==> src/rtl/tex_char_serializer_if.sv <==
// Handshake bundle for the character-pair serializer: pair input from the
// transformer stage and the byte stream towards the output/UART path.
interface tex_char_serializer_if;
  logic       in_valid;
  logic       in_ready;
  logic [7:0] in_lhs;
  logic [7:0] in_rhs;
  logic       in_last;
  logic       out_valid;
  logic       out_ready;
  logic [7:0] out_data;
  logic       out_last;

  // Producer of pairs and consumer of bytes (the environment around the serializer).
  modport master (
    output in_valid, in_lhs, in_rhs, in_last, out_ready,
    input  in_ready, out_valid, out_data, out_last
  );

  // The serializer itself.
  modport slave (
    input  in_valid, in_lhs, in_rhs, in_last, out_ready,
    output in_ready, out_valid, out_data, out_last
  );
endinterface

==> src/rtl/tex_char_serializer.sv <==
// Buffers {lhs, rhs, last} character pairs in a small FIFO and serializes each
// entry into lhs, rhs and an optional end-of-line byte on a valid/ready stream.
module tex_char_serializer #(
  parameter int unsigned DEPTH      = 4,
  parameter bit          SKIP_SPACE = 1'b1,
  parameter logic [7:0]  EOL_CHAR   = 8'h0A
) (
  input  logic                        clk,
  input  logic                        rst_n,
  tex_char_serializer_if.slave        bus,
  output logic                        busy,
  output logic [7:0]                  byte_count
);

  localparam int unsigned AW    = $clog2(DEPTH);
  localparam logic [7:0]  SPACE = 8'h20;

  typedef enum logic [1:0] {
    PH_L = 2'd0,
    PH_R = 2'd1,
    PH_E = 2'd2
  } phase_e;

  typedef struct packed {
    logic       last;
    logic [7:0] lhs;
    logic [7:0] rhs;
  } entry_t;

  // Padding spaces are dropped only when suppression is enabled.
  function automatic logic is_skipped(input logic [7:0] c);
    return SKIP_SPACE && (c == SPACE);
  endfunction

  entry_t      mem_q [DEPTH];
  logic [AW:0] wr_ptr_q, wr_ptr_d;
  logic [AW:0] rd_ptr_q, rd_ptr_d;
  phase_e      phase_q, phase_d;
  logic        out_valid_q, out_valid_d;
  logic        out_last_q, out_last_d;
  logic [7:0]  out_data_q, out_data_d;
  logic [7:0]  byte_count_q, byte_count_d;

  logic        full_s;
  logic        empty_s;
  logic        push_s;
  logic        pop_s;
  logic        slot_free_s;
  entry_t      head_s;
  entry_t      wr_entry_s;

  // The wrap bit distinguishes full from empty when the index bits match.
  assign full_s      = (wr_ptr_q[AW] != rd_ptr_q[AW]) &&
                       (wr_ptr_q[AW-1:0] == rd_ptr_q[AW-1:0]);
  assign empty_s     = (wr_ptr_q == rd_ptr_q);
  assign push_s      = bus.in_valid && !full_s;
  assign slot_free_s = !out_valid_q || bus.out_ready;
  assign head_s      = mem_q[rd_ptr_q[AW-1:0]];
  assign wr_entry_s  = '{last: bus.in_last, lhs: bus.in_lhs, rhs: bus.in_rhs};

  // Pair storage; contents are don't-care until written, so no reset.
  always_ff @(posedge clk) begin
    if (push_s) begin
      mem_q[wr_ptr_q[AW-1:0]] <= wr_entry_s;
    end
  end

  // Pointer advance on push/pop.
  always_comb begin
    wr_ptr_d = wr_ptr_q;
    rd_ptr_d = rd_ptr_q;
    if (push_s) begin
      wr_ptr_d = wr_ptr_q + {{AW{1'b0}}, 1'b1};
    end else begin
      wr_ptr_d = wr_ptr_q;
    end
    if (pop_s) begin
      rd_ptr_d = rd_ptr_q + {{AW{1'b0}}, 1'b1};
    end else begin
      rd_ptr_d = rd_ptr_q;
    end
  end

  // Phase FSM: one phase per cycle, acting only with a head entry and a free slot.
  always_comb begin
    phase_d     = phase_q;
    out_valid_d = out_valid_q;
    out_data_d  = out_data_q;
    out_last_d  = out_last_q;
    pop_s       = 1'b0;
    if (slot_free_s) begin
      out_valid_d = 1'b0;
      out_last_d  = 1'b0;
      if (!empty_s) begin
        case (phase_q)
          PH_L: begin
            if (is_skipped(head_s.lhs)) begin
              out_valid_d = 1'b0;
            end else begin
              out_data_d  = head_s.lhs;
              out_valid_d = 1'b1;
            end
            phase_d = PH_R;
          end
          PH_R: begin
            if (is_skipped(head_s.rhs)) begin
              out_valid_d = 1'b0;
            end else begin
              out_data_d  = head_s.rhs;
              out_valid_d = 1'b1;
            end
            if (head_s.last) begin
              phase_d = PH_E;
            end else begin
              phase_d = PH_L;
              pop_s   = 1'b1;
            end
          end
          PH_E: begin
            out_data_d  = EOL_CHAR;
            out_last_d  = 1'b1;
            out_valid_d = 1'b1;
            pop_s       = 1'b1;
            phase_d     = PH_L;
          end
          default: begin
            phase_d = PH_L;
          end
        endcase
      end else begin
        phase_d = phase_q;
      end
    end else begin
      out_valid_d = out_valid_q;
    end
  end

  // Accepted-byte counter, wrapping modulo 256.
  always_comb begin
    byte_count_d = byte_count_q;
    if (out_valid_q && bus.out_ready) begin
      byte_count_d = byte_count_q + 8'd1;
    end else begin
      byte_count_d = byte_count_q;
    end
  end

  // State registers; reset drops buffered pairs and any held output byte.
  always_ff @(posedge clk) begin
    if (!rst_n) begin
      wr_ptr_q     <= '0;
      rd_ptr_q     <= '0;
      phase_q      <= PH_L;
      out_valid_q  <= 1'b0;
      out_data_q   <= 8'h00;
      out_last_q   <= 1'b0;
      byte_count_q <= 8'h00;
    end else begin
      wr_ptr_q     <= wr_ptr_d;
      rd_ptr_q     <= rd_ptr_d;
      phase_q      <= phase_d;
      out_valid_q  <= out_valid_d;
      out_data_q   <= out_data_d;
      out_last_q   <= out_last_d;
      byte_count_q <= byte_count_d;
    end
  end

  assign bus.in_ready  = !full_s;
  assign bus.out_valid = out_valid_q;
  assign bus.out_data  = out_data_q;
  assign bus.out_last  = out_last_q;
  assign byte_count    = byte_count_q;
  assign busy          = !empty_s || out_valid_q || (phase_q != PH_L);

endmodule

==> src/flat_wrapper.sv <==
// flat-port wrapper written by rule: the top's interface ports become plain ports
module tex_char_serializer_flat 
#(
  parameter int unsigned DEPTH      = 4,
  parameter bit          SKIP_SPACE = 1'b1,
  parameter logic [7:0]  EOL_CHAR   = 8'h0A
)
  (clk, rst_n, busy, byte_count, bus_in_valid, bus_in_lhs, bus_in_rhs, bus_in_last, bus_out_ready, bus_in_ready, bus_out_valid, bus_out_data, bus_out_last);
  tex_char_serializer_if bus_i ();
  input  logic clk;
  input  logic rst_n;
  output logic busy;
  output logic [7:0] byte_count;
  input wire logic [$bits(bus_i.in_valid)-1:0] bus_in_valid;
  input wire logic [$bits(bus_i.in_lhs)-1:0] bus_in_lhs;
  input wire logic [$bits(bus_i.in_rhs)-1:0] bus_in_rhs;
  input wire logic [$bits(bus_i.in_last)-1:0] bus_in_last;
  input wire logic [$bits(bus_i.out_ready)-1:0] bus_out_ready;
  output wire logic [$bits(bus_i.in_ready)-1:0] bus_in_ready;
  output wire logic [$bits(bus_i.out_valid)-1:0] bus_out_valid;
  output wire logic [$bits(bus_i.out_data)-1:0] bus_out_data;
  output wire logic [$bits(bus_i.out_last)-1:0] bus_out_last;
  assign bus_i.in_valid = bus_in_valid;
  assign bus_i.in_lhs = bus_in_lhs;
  assign bus_i.in_rhs = bus_in_rhs;
  assign bus_i.in_last = bus_in_last;
  assign bus_i.out_ready = bus_out_ready;
  assign bus_in_ready = bus_i.in_ready;
  assign bus_out_valid = bus_i.out_valid;
  assign bus_out_data = bus_i.out_data;
  assign bus_out_last = bus_i.out_last;
  tex_char_serializer #(.DEPTH(DEPTH), .SKIP_SPACE(SKIP_SPACE), .EOL_CHAR(EOL_CHAR)) u_core (.clk(clk), .rst_n(rst_n), .bus(bus_i), .busy(busy), .byte_count(byte_count));
endmodule
==> config.mk <==
export PLATFORM = sky130hd
export DESIGN_NAME = tex_char_serializer_flat
export DESIGN_NICKNAME = d
export VERILOG_FILES = /design/src/rtl/tex_char_serializer_if.sv /design/src/rtl/tex_char_serializer.sv /design/src/flat_wrapper.sv
export SDC_FILE = /design/constraint.sdc
export NUM_CORES = 1
export LEC_CHECK = 0
export CAP_MARGIN = 15
export CORE_MARGIN = 5
export CORE_UTILIZATION = 45
export DETAILED_ROUTE_END_ITERATION = 8
export PLACE_DENSITY = 0.66
export REMOVE_ABC_BUFFERS = 1
export SLEW_MARGIN = 30
export SYNTH_ARGS = -nofsm -noshare
export SYNTH_HDL_FRONTEND = slang
export SYNTH_SLANG_ARGS = --single-unit
==> constraint.sdc <==
create_clock -name clk -period 3.5 [get_ports clk]
set_clock_uncertainty 0.05 [all_clocks]
set_input_delay 0.525 -clock clk [delete_from_list [all_inputs] [get_ports clk]]
set_output_delay 0.525 -clock clk [all_outputs]
set_load 0.02 [all_outputs]
==> qor.csv, run 1 <==
metric,value,unit
status,"complete, no violations",
Worst Tran Pin Value,781.2,ps
min-delay worst type,reg -> reg,
Post-DRT Antenna Nets,0,
initial antenna violation count,0,
"area leader, netlist",edfxtp_1,
buffers added on ports,40,
drt drc,0,
most common cell in the netlist,edfxtp_1,
Die Width,103.8,microns
RSZ-0062 raised after global routing,no,
Post-Syn Area,0.003960,sq mm
Worst-Skew Late Latency,370,ps
crit path launch type,register,
setup_tns,0,ps
"Gates resized, CTS repair",0,
multi-input logic area,0.001247,sq mm
crit path max fanout,5,
Die Y,103.8,microns
Setup CP Type,reg -> out,
largest net degree at the start of global routing,25,
Tot GR Track Use,13.69,%
capturing point of the worst reg2reg path,u_core.bus.out_data[1],
sequential-to-total area share from yosys stat,65.72,%
peak supply drop,0.2497,mV
grt total ovfl,0,
final worst path period need,2742,ps
FF-to-FF path depth,5,
Placeable Area,0.008636,sq mm
Die Area,0.01078,sq mm
Ys Warns,0,
WP data required,2920,ps
cells after synthesis,252,
most frequent cells after synthesis,"edfxtp_1, dfxtp_1, nor2_1",
CTS max path bufs,2,
Hold Startpoint,u_core.bus.out_last,
1st-pass router iterations,4,
CTS tree,built,
Critical Path End Type,primary output,
ys flop type,edfxtp_1,
H-tree depth,3,
#FFs+latches synth,96,
Hold Slack,423.3,ps
Routed wire per std cell,17.11,microns
"EDFF count, synth",68,
Final Max Tran Viols,0,
n_diodes,0,
first-pass GRT wire length,11.53,mm
largest cells by area after synthesis,"edfxtp_1, dfxtp_1, mux4_1, ha_1, mux4_2",
fillers,713,
Cell Rows,34,
P per Cell Area,523.9,mW/mm^2
max_cap viols,0,
relative slew slack,47.87,%
Setup Viol. Count Final,0,
share of the synthesized area in the top cell type,51.56,%
Tcrit/Tclk final,78.36,%
vias,2214,
Initial Util,45.86,%
"wirelength, routed",7.032,mm
Sequential cell area,0.002603,sq mm
Setup Buffers After CTS,0,
share of layout cells above drive strength 1,8.581,%
Max Fclk,0.3646,GHz
hold endpoint,u_core.bus.out_last,
Synth Area per Inst,15.71,sq um
Vias/cell,5.387,
area grow syn2layout,18.80,%
Worst-path clk slew,90,ps
total CTS buffers,9,
vias in the first global route,2231,
GPL Wtd Cong,0.7743,
hold path depth,2,
leakage,1.589,nW
root buf cell,clkbuf_8,
Synth cell types,38,
Post-CTS Hold Buffers,0,
total clock sinks,96,
Final Hold Vio Count,0,
Final nets,329,
1st-iter DRT viols,81,
I/O pins,41,
Async SR Flop Fraction,0,%
Detailed Place HPWL,4.682,mm
Worst EP arrival,2170,ps
FF-to-FF setup slack,830,ps
[registers in the layout (all words and copies together) (netlist names), named ones only]
register              cells
u_core.mem_q             68
u_core.bus.out_data       8
u_core.rd_ptr_q           3
u_core.byte_count         8
u_core.phase_q            2
u_core.bus.out_last       1
u_core.wr_ptr_q           3
u_core.bus.out_valid      1
[worst max-delay path by stage]
stage / start / endpoint / slack (ps)
4_1_cts: u_core.wr_ptr_q[0] / busy / 720
2_1_floorplan: register / u_core.bus.out_data[1] / 760
6_report: u_core.wr_ptr_q[0] / busy / 760
3_5_place_dp: register / u_core.bus.out_data[1] / 860
3_3_place_gp: register / u_core.bus.out_data[1] / 880
5_1_grt: register / u_core.bus.out_data[3] / 560
[through the flow]
step	setup WS, ps	instances	total power, mW	util (%)	area, sq um
final	757.5	411	2.465	54.48	4705
after global routing	563.6	411	2.575	54.48	4705
after CTS	718.3	411	2.484	54.48	4705
after detailed placement	857.8	395	1.634	51.70	4464
after global placement	880.4	395	1.627	51.70	4464
after floorplan	761.6	242	1.503	-	3891
[final cells by class]
| class | instances | area share [%] |
|---|---|---|
| multi-input combinational | 135 | 26.52 |
| timing repair buffer | 45 | 9.309 |
| clock buffer | 9 | 2.633 |
| inverter | 11 | 0.8777 |
| sequential | 96 | 55.32 |
| clock inverter | 7 | 2.473 |
| tap | 108 | 2.872 |
[worst max-delay path: stages, from the launching register on]
cell and delay, ps:
dfxtp_1 380, xnor2_1 320, nand3_1 200, or3_1 350, clkdlybuf4s50_1 550
[per-layer routing]
| layer | GRT usage, % | wire length [microns] |
|---|---|---|
| met1 | 18.21 | 3209 |
| met3 | 4.664 | 398 |
| met2 | 20.81 | 3283 |
| met5 | 0 | 0 |
| met4 | 5.180 | 140 |
[layout by cell type (no fill, tap or decap), drive strengths merged, types with 9 or more instances in the layout]
master and n:
edfxtp 68, clkdlybuf4s50 40, dfxtp 28, nor2 17
mux4 17, a21oi 15, inv 13, nand3 10
ha 10, xnor2 9, clkbuf 9
[power by group]
part	internal, mW	switching, mW
Combinational	0.137	0.161
Sequential	1.28	0.0280
Clock	0.476	0.384
Total	1.89	0.573
[cells by family after synthesis]
group                    count (synthesis)  share of synthesized area [%]
multiplexers                            20                          11.66
AND/OR/NAND/NOR                         53                          6.793
AO/OA/AOI/OAI                           38                          6.793
buffers and inverters                   21                          2.781
XOR/XNOR                                14                          3.096
flip-flops                              96                          65.72
adder cells (fa/ha/maj)                 10                          3.160
No activity file was read; power rests on OpenSTA's default activity.
==> run 2: changes to the inputs <==
==> constraint.sdc (replaced) <==
create_clock -name clk -period 2.78 [get_ports clk]
set_clock_uncertainty 0.05 [all_clocks]
set_input_delay 0.417 -clock clk [delete_from_list [all_inputs] [get_ports clk]]
set_output_delay 0.417 -clock clk [all_outputs]
set_load 0.02 [all_outputs]
==> run 2 against run 1 <==
Clock-buffer cell count is the same. Hold slack got worse by 1.6 ps. Global-route usage down 0.27 points. Worst setup slack got worse by 590 ps. Sequential power is 26% higher. Sequential share of layout area rose by 0.15 points. Via count shrank 0.32%. Critical path depth stayed put. Clock power increased by 9.0%. Critical endpoint unchanged. Highest routed layer unchanged.
==> qor.csv, run 2 (synthesis results as in run 1) <==
metric,value,unit
share of layout cells above drive strength 1,9.804,%
Cell Rows,34,
Max Fclk,0.3821,GHz
initial antenna violation count,0,
peak supply drop,0.3020,mV
Worst-path clk slew,100,ps
I/O pins,41,
met2 wire len,3.253,mm
Initial Util,45.86,%
Die Y,103.8,microns
Post-DRT Antenna Nets,0,
Final Max Tran Viols,0,
buffers added on ports,40,
Placeable Area,0.008636,sq mm
"most common cell after layout, fill and taps aside",edfxtp_1,
CP Cell Sequence,"xnor2_1, nand3_1, or3_1, clkdlybuf4s50_1",
Die Width,103.8,microns
setup_tns,0,ps
1st-pass router iterations,4,
Tot GR Track Use,13.42,%
"wirelength, routed",6.895,mm
Setup CP Type,reg -> out,
final worst path period need,2617,ps
Detailed Place HPWL,4.837,mm
fillers,700,
Routed wire per std cell,16.65,microns
"Worst Setup Slack, final",163.1,ps
n_diodes,0,
total CTS buffers,9,
GPL Wtd Cong,0.7575,
status,"complete, no violations",
met3 wire len,294,microns
Worst-Skew Late Latency,360,ps
critical path's largest stage delay,550,ps
P per Cell Area,631.1,mW/mm^2
leakage,1.585,nW
Die Area,0.01078,sq mm
Setup Viol. Count Final,0,
Largest register FFs,68,
1st-iter DRT viols,59,
CTS tree,built,
grt total ovfl,0,
total clock sinks,96,
Tcrit/Tclk final,94.13,%
largest net degree at the start of global routing,25,
most frequent cells in the layout,"edfxtp_1, clkdlybuf4s50_1, dfxtp_1, nor2_1, a21oi_1",
H-tree depth,3,
Post-CTS Hold Buffers,0,
critical path's slowest cell,clkdlybuf4s50_1,
vias,2207,
Setup Buffers After CTS,0,
vias in the first global route,2249,
max_cap viols,0,
area grow syn2layout,18.48,%
Worst EP arrival,2150,ps
Final nets,332,
WP data required,2310,ps
min-delay worst type,reg -> reg,
Place WS,222.9,ps
"Gates resized, CTS repair",0,
CTS max path bufs,2,
crit path max fanout,5,
relative slew slack,49.78,%
first-pass GRT wire length,11.60,mm
root buf cell,clkbuf_8,
Final Hold Vio Count,0,
Critical Path End Type,primary output,
drt drc,0,
Vias/cell,5.331,
M1 wire length,3.256,mm
RSZ-0062 raised after global routing,no,
Worst Tran Pin Value,752.5,ps
crit path launch type,register,
top routing layer used,met4,
run 2: metal layers:
metal	global-route usage, %	vias to the layer above
met3	3.607	7
met2	20.86	48
li1	-	1077
met5	0	-
met1	17.98	1075
met4	5.273	0
run 2: final cells by class:
type	count	area (sq um)	share of cell area (%)
sequential	96	2603	55.47
multi-input combinational	135	1247	26.59
timing repair buffer	48	460.4	9.813
tap	108	135.1	2.880
clock buffer	9	123.9	2.640
clock inverter	7	81.33	1.733
inverter	11	41.29	0.8800
run 2: path summary, 6_finish.rpt:
check,start,slack [ps],endpoint,depth (start not counted)
max,u_core.wr_ptr_q[0],160,busy,4
min,u_core.bus.out_last,420,u_core.bus.out_last,2
max reg2reg,register,200,u_core.bus.out_data[3],6
min reg2reg,u_core.bus.out_last,420,u_core.bus.out_last,2
run 2: metrics by stage:
step	instances	total power, mW	utilization [%]	instance area [sq um]	hold slack, ps
floorplan	242	1.892	-	3891	429.2
global placement	398	2.055	51.96	4487	397.6
detailed placement	398	2.062	51.96	4487	403.9
CTS	414	2.990	54.33	4692	418.3
global route	414	3.099	54.33	4692	435.8
finish	414	2.961	54.33	4692	421.7
run 2: worst max-delay path: cells and delay by family (launching register included):
family,cells,cell delay (ps)
xor+xnor,1,340
buf+inv,1,550
flops,1,380
simple gates,2,530
run 2: report_power, final:
part	switching, mW	internal, mW	leakage [nW]
registers	0.0361	1.61	0.852
clock network	0.504	0.432	0.102
logic	0.201	0.177	0.631
total	0.742	2.22	1.59
==> run 3: changes to the inputs <==
--- a/config.mk
+++ b/config.mk
@@ -11,7 +11,7 @@
 export DETAILED_ROUTE_END_ITERATION = 8
 export PLACE_DENSITY = 0.66
 export REMOVE_ABC_BUFFERS = 1
-export SLEW_MARGIN = 30
+export SLEW_MARGIN = 40
 export SYNTH_ARGS = -nofsm -noshare
 export SYNTH_HDL_FRONTEND = slang
 export SYNTH_SLANG_ARGS = --single-unit
==> results of run 3 <==
Final layout, timing and power as in run 2 (identical DEF).
